===== config.mk =====
export PLATFORM = sky130hd
export DESIGN_NAME = uart_tx_fifo
export DESIGN_NICKNAME = d
export VERILOG_FILES = /design/src/rtl/uart_pkg.sv /design/src/rtl/uart_fifo.sv /design/src/rtl/uart_tx_fifo.sv
export SDC_FILE = /design/constraint.sdc
export NUM_CORES = 1
export LEC_CHECK = 0
export ABC_AREA = 1
export CORE_ASPECT_RATIO = 1.4
export CORE_UTILIZATION = 50
export CTS_BUF_LIST = sky130_fd_sc_hd__clkbuf_8
export DETAILED_ROUTE_END_ITERATION = 8
export PLACE_DENSITY = 0.65
export RECOVER_POWER = 100
export SLEW_MARGIN = 10
export SYNTH_ARGS = -nofsm -noshare
export SYNTH_HDL_FRONTEND = slang
export SYNTH_SLANG_ARGS = --single-unit

===== constraint.sdc =====
create_clock -name clk -period 3.5 [get_ports clk]
set_input_delay 0.7 -clock clk [delete_from_list [all_inputs] [get_ports clk]]
set_output_delay 0.7 -clock clk [all_outputs]
set_load 0.005 [all_outputs]

===== src/rtl/uart_pkg.sv =====
// Shared constants for the buffered UART transmitter: parity modes,
// FSM state encoding and a frame-length helper.
package uart_pkg;

    localparam int PAR_NONE = 0;
    localparam int PAR_ODD  = 1;
    localparam int PAR_EVEN = 2;

    localparam logic [2:0] S_IDLE  = 3'd0;
    localparam logic [2:0] S_START = 3'd1;
    localparam logic [2:0] S_DATA  = 3'd2;
    localparam logic [2:0] S_PAR   = 3'd3;
    localparam logic [2:0] S_STOP  = 3'd4;

    // Bits per frame: start + data + optional parity + stop bits.
    function automatic int frame_bits(input int data_bits, input int parity, input int stop_bits);
        return 1 + data_bits + ((parity != PAR_NONE) ? 1 : 0) + stop_bits;
    endfunction

endpackage


===== src/rtl/uart_fifo.sv =====
// Synchronous FIFO with wrap-bit pointers; head word is visible combinationally.
module uart_fifo #(
    parameter int WIDTH = 8,
    parameter int DEPTH = 8
) (
    input  logic                     clk,
    input  logic                     rst,
    input  logic                     push,
    input  logic                     pop,
    input  logic [WIDTH-1:0]         wr_data,
    output logic [WIDTH-1:0]         head,
    output logic [$clog2(DEPTH):0]   count,
    output logic                     full,
    output logic                     empty
);

    localparam int AW = $clog2(DEPTH);

    logic [WIDTH-1:0] mem [DEPTH];
    logic [AW:0]      wr_ptr;
    logic [AW:0]      rd_ptr;

    assign count = wr_ptr - rd_ptr;
    assign empty = (wr_ptr == rd_ptr);
    assign full  = (wr_ptr[AW] != rd_ptr[AW]) && (wr_ptr[AW-1:0] == rd_ptr[AW-1:0]);
    assign head  = mem[rd_ptr[AW-1:0]];

    // Pointer update; pushes while full and pops while empty are ignored.
    always_ff @(posedge clk or posedge rst) begin
        if (rst) begin
            wr_ptr <= '0;
            rd_ptr <= '0;
        end else begin
            if (push && !full)
                wr_ptr <= wr_ptr + 1'b1;
            if (pop && !empty)
                rd_ptr <= rd_ptr + 1'b1;
        end
    end

    // Storage write, no reset needed since pointers gate visibility.
    always_ff @(posedge clk) begin
        if (push && !full)
            mem[wr_ptr[AW-1:0]] <= wr_data;
    end

endmodule


===== src/rtl/uart_tx_fifo.sv =====
// Buffered UART transmitter: FIFO, frame FSM, baud/bit counters, registered tx.
module uart_tx_fifo
    import uart_pkg::*;
#(
    parameter int DATA_BITS  = 8,
    parameter int PARITY     = 0,
    parameter int STOP_BITS  = 1,
    parameter int DIV_W      = 16,
    parameter int FIFO_DEPTH = 8
) (
    input  logic                          clk,
    input  logic                          rst,
    input  logic [DIV_W-1:0]              baud_div,
    input  logic [DATA_BITS-1:0]          wr_data,
    input  logic                          wr_valid,
    output logic                          wr_ready,
    output logic [$clog2(FIFO_DEPTH):0]   fifo_count,
    output logic                          tx,
    output logic                          busy
);

    localparam logic [3:0] LAST_DATA = 4'(DATA_BITS - 1);
    localparam logic [3:0] LAST_STOP = 4'(STOP_BITS - 1);

    logic [2:0]           state;
    logic [DIV_W-1:0]     baud_cnt;
    logic [DIV_W-1:0]     div_q;
    logic [3:0]           bit_cnt;
    logic [DATA_BITS-1:0] shift;
    logic                 par_q;
    logic                 frame_active;
    logic                 tx_next;

    logic [DATA_BITS-1:0] head;
    logic                 full;
    logic                 empty;
    logic                 push;
    logic                 pop;
    logic                 bit_done;
    logic                 par_calc;
    logic [DIV_W-1:0]     eff_div;

    assign push     = wr_valid && !full;
    assign wr_ready = !full;
    assign bit_done = (baud_cnt == div_q - DIV_W'(1));
    assign pop      = !empty && ((state == S_IDLE) ||
                                 ((state == S_STOP) && bit_done && (bit_cnt == LAST_STOP)));
    assign par_calc = (PARITY == PAR_EVEN) ? ^head : ~^head;
    assign eff_div  = (baud_div < DIV_W'(2)) ? DIV_W'(2) : baud_div;
    assign busy     = frame_active || !empty;

    uart_fifo #(
        .WIDTH (DATA_BITS),
        .DEPTH (FIFO_DEPTH)
    ) u_fifo (
        .clk     (clk),
        .rst     (rst),
        .push    (push),
        .pop     (pop),
        .wr_data (wr_data),
        .head    (head),
        .count   (fifo_count),
        .full    (full),
        .empty   (empty)
    );

    // Line level for the bit the FSM is currently timing; registered one clock later.
    always_comb begin
        tx_next = 1'b1;
        case (state)
            S_START: tx_next = 1'b0;
            S_DATA:  tx_next = shift[0];
            S_PAR:   tx_next = par_q;
            default: tx_next = 1'b1;
        endcase
    end

    // Frame FSM; tx lags state by one clock so a pop on edge N drives the start bit from N+1,
    // and frame_active lags the same way so busy drops together with the last stop bit.
    always_ff @(posedge clk or posedge rst) begin
        if (rst) begin
            state        <= S_IDLE;
            baud_cnt     <= '0;
            div_q        <= DIV_W'(2);
            bit_cnt      <= '0;
            shift        <= '0;
            par_q        <= 1'b0;
            tx           <= 1'b1;
            frame_active <= 1'b0;
        end else begin
            tx           <= tx_next;
            frame_active <= (state != S_IDLE) || pop;
            if (pop) begin
                state    <= S_START;
                shift    <= head;
                par_q    <= par_calc;
                div_q    <= eff_div;
                baud_cnt <= '0;
                bit_cnt  <= '0;
            end else if (state != S_IDLE) begin
                baud_cnt <= bit_done ? '0 : baud_cnt + DIV_W'(1);
                if (bit_done) begin
                    case (state)
                        S_START: begin
                            state   <= S_DATA;
                            bit_cnt <= '0;
                        end
                        S_DATA: begin
                            shift <= shift >> 1;
                            if (bit_cnt == LAST_DATA) begin
                                state   <= (PARITY != PAR_NONE) ? S_PAR : S_STOP;
                                bit_cnt <= '0;
                            end else begin
                                bit_cnt <= bit_cnt + 4'd1;
                            end
                        end
                        S_PAR: begin
                            state   <= S_STOP;
                            bit_cnt <= '0;
                        end
                        S_STOP: begin
                            if (bit_cnt == LAST_STOP)
                                state <= S_IDLE;
                            else
                                bit_cnt <= bit_cnt + 4'd1;
                        end
                        default: state <= S_IDLE;
                    endcase
                end
            end
        end
    end

endmodule


==> metrics <==
RSZ-0062 raised after global routing=false; sw power=around 2.8 mW; Rel. slew slack=-0.2602; ys async rst share=0.4754; leakage=between 2 and 3 nW; Final Critical Period=3.284 ns; worst reg2reg path depth=16; maximum vdd drop=0.4822 mV; Remaining DRCs=0; GRT Overall Usage=0.2315; Starting Density=0.5191; Critical Path, Cell by Cell=inv_2 -> ha_1 -> inv_1 -> nor3_2 -> nand2_1 -> or2_2 -> clkdlybuf4s50_1; synthesized net count=734; worst path arrival time=2.58 ns; fmax=approximately 0.30 GHz; startpoint types=flip-flop; CP endpoint kind=primary output; Fill cells=1048; power per standard cell area=roughly 900 nW/um^2; mux cell area share after synthesis=0; H-tree levels=4; combinational power share=0.453; RD Place Congestion=0.8597; antenna diode count=0; Vias/cell=around 5.4; fraction of layout cells with a size suffix above 1=0.08851; # Max-Cap Violations=1; Final Hold Viols=0; ANT nets after route=0; Worst setup endpoint=busy; Root Driver=clkbuf_8; Clock power frac=0.204; clk_skew=0.01716 ns; sequential fraction of design power=0.342; power consumption=around 6.4 mW; setup bufs post-CTS=0; Clock Path Buffers=2; CP bufs+invs=3; die area=between 10000 and 15000 sq um; WL per Instance=15.01 um; Via Count=4846; cts hold-fix bufs=0; total CTS buffers=17; Nets=781; Mapped Area=slightly above 6000 sq um; Fin Setup TNS=0 ns; Slowest-stage cell, CP=dfrtp_2; CP max stage delay=0.47 ns; post-synthesis compound-gate area fraction=0.08884; main combinational cell family by area after synthesis=simple AND/OR/NAND/NOR gates; status=finished with violations; first-pass GRT wire length=22380 um; clock latency on the worst-skew pair=0.44 ns; period utilization=0.9382; Pint=around 3.7 mW; Post-Synth Simple-Gate Area=0.2443; hold slack=0.4909 ns; Max FO, Critical Path=10; library cells used by synthesis=42; ys flop type=edfxtp_1; Ys Warns=0; Post-Synthesis Cells=697; # setup viols final=0; Die H=133.7 um; hpwl dp=about 9700 um; CTS tree=built; Core ar.=11940 sq um; Post-Place Cells=872; failing checks=capacitance limit, slew limit; #FFs+latches synth=122; initial antenna violation count=0; GRT overflow=0; Post-Synth Adder-Cell Area=0.02140; Worst EP required=2.80 ns; CTS resizes=0; Crit Path Category=reg -> out; Site Rows=47; Clock Pin Slew Worst Setup and Hold Paths=approximately 0.08 ns; largest net degree at the start of global routing=50; IO buf count=33; io pins=34; launch point of the worst path=u_fifo.rd_ptr[2]; Mean Syn Cell Area=~9 sq um; worst hold path type=reg -> reg; post-synthesis xor/xnor area fraction=0.04805; fin cells=roughly 900; vias in the first global route=4879; Slew @ Worst Pin=1.888 ns; clk sinks=approximately 120; area growth from synthesis to layout=14.33%; most frequent cells in the layout=179 x nand2_1, 94 x nor2_1, 64 x edfxtp_1; cell family with most CP delay=simple AND/OR/NAND/NOR gates; drt first-iter violations=129; Reg-to-Reg End=baud_cnt[4]; number of flops mapped to enable cells by yosys=64; Worst Hold Depth=1; Final Max Slew Viols=50; commonest non-fill, non-tap cell in the layout=nand2_1; Post-Route WL=13570 um; WP depth=7; sw frac=0.4309; share of the yosys chip area belonging to registers=0.5447; reg-to-reg setup timing slack=0.37 ns; die extent in x=96.09 um; reg-to-reg startpoint=div_q[1]; Pre-antenna DRT Iters=4
[how the worst min path moves through the flow]
stage,from,to
floorplan,shift[0],tx
CTS,u_fifo.wr_ptr[3],u_fifo.wr_ptr[3]
global placement,u_fifo.rd_ptr[3],u_fifo.rd_ptr[3]
detailed placement,u_fifo.rd_ptr[3],u_fifo.rd_ptr[3]
global route,u_fifo.rd_ptr[3],u_fifo.rd_ptr[3]
finish,u_fifo.rd_ptr[3],u_fifo.rd_ptr[3]
[layer usage]
layer	vias up	wire, um	GRT usage
met4	0	372	0.1095
met3	28	317	0.03824
met5	-	0	0
met1	2324	5430	0.2417
met2	80	7450	0.4342
li1	2414	-	-
[synth_stat cells (2+ instances only)]
cell | instances | area share
dfrtp_1 | 56 | 0.23
inv_2 | 5 | 0.0030
dfstp_2 | 2 | 0.0085
inv_1 | 54 | 0.033
a21oi_1 | 11 | 0.0089
nand2_2 | 7 | 0.0071
edfxtp_1 | 64 | 0.31
nand4_1 | 9 | 0.0091
nor4_1 | 5 | 0.0050
nor3b_1 | 3 | 0.0036
o21ai_1 | 3 | 0.0024
o22ai_1 | 16 | 0.016
nor2_1 | 94 | 0.057
nor3_1 | 12 | 0.0097
a31oi_1 | 10 | 0.010
buf_4 | 4 | 0.0048
or2_2 | 4 | 0.0040
nand3_1 | 31 | 0.025
buf_6 | 2 | 0.0036
o21ai_0 | 51 | 0.041
clkbuf_1 | 10 | 0.0061
nand2_1 | 177 | 0.11
xor2_1 | 22 | 0.031
ha_1 | 9 | 0.018
buf_2 | 2 | 0.0016
nor2_2 | 7 | 0.0071
xnor2_1 | 12 | 0.017
[stage by stage]
step,instance area [sq um],setup WS [ns],util
floorplan,6197,0.8864,-
global placement,6715,0.6008,0.5625
global route,7086,0.04601,0.5935
detailed placement,6715,0.5361,0.5625
CTS,7127,0.04669,0.5970
finish,7086,0.2163,0.5935
[power groups by stage]
stage	Combinational [mW]	Sequential [mW]	Clock [mW]
floorplan	2.22	2.14	0
global placement	2.94	2.21	0
detailed placement	3.00	2.22	0
CTS	3.01	2.20	1.34
global route	3.32	2.24	1.39
finish	2.91	2.20	1.31
[area by class of cell]
type	count	area (sq um)	area share
tap	147	183.9	0.02596
clock inverter	15	177.7	0.02507
clock buffer	17	234.0	0.03302
inverter	59	221.5	0.03126
timing repair buffer	47	400.4	0.05651
sequential	122	3377	0.4766
multi-input combinational	497	2491	0.3516
[logic make-up after synthesis]
| kind of cell | Yosys count |
|---|---|
| adder cells (fa/ha/maj) | 10 |
| flip-flops | 122 |
| XOR/XNOR | 34 |
| AO/OA/AOI/OAI | 97 |
| buffers and inverters | 78 |
| AND/OR/NAND/NOR | 356 |
[flip-flops by register name, summed over array words and instances, names as in the netlist]
| signal | cells |
|---|---|
| baud_cnt | 16 |
| bit_cnt | 4 |
| div_q | 16 |
| frame_active | 1 |
| par_q | 1 |
| shift | 8 |
| state | 3 |
| tx | 1 |
| u_fifo.mem | 64 |
| u_fifo.rd_ptr | 4 |
| u_fifo.wr_ptr | 4 |
(Power assumes the default switching activity.)
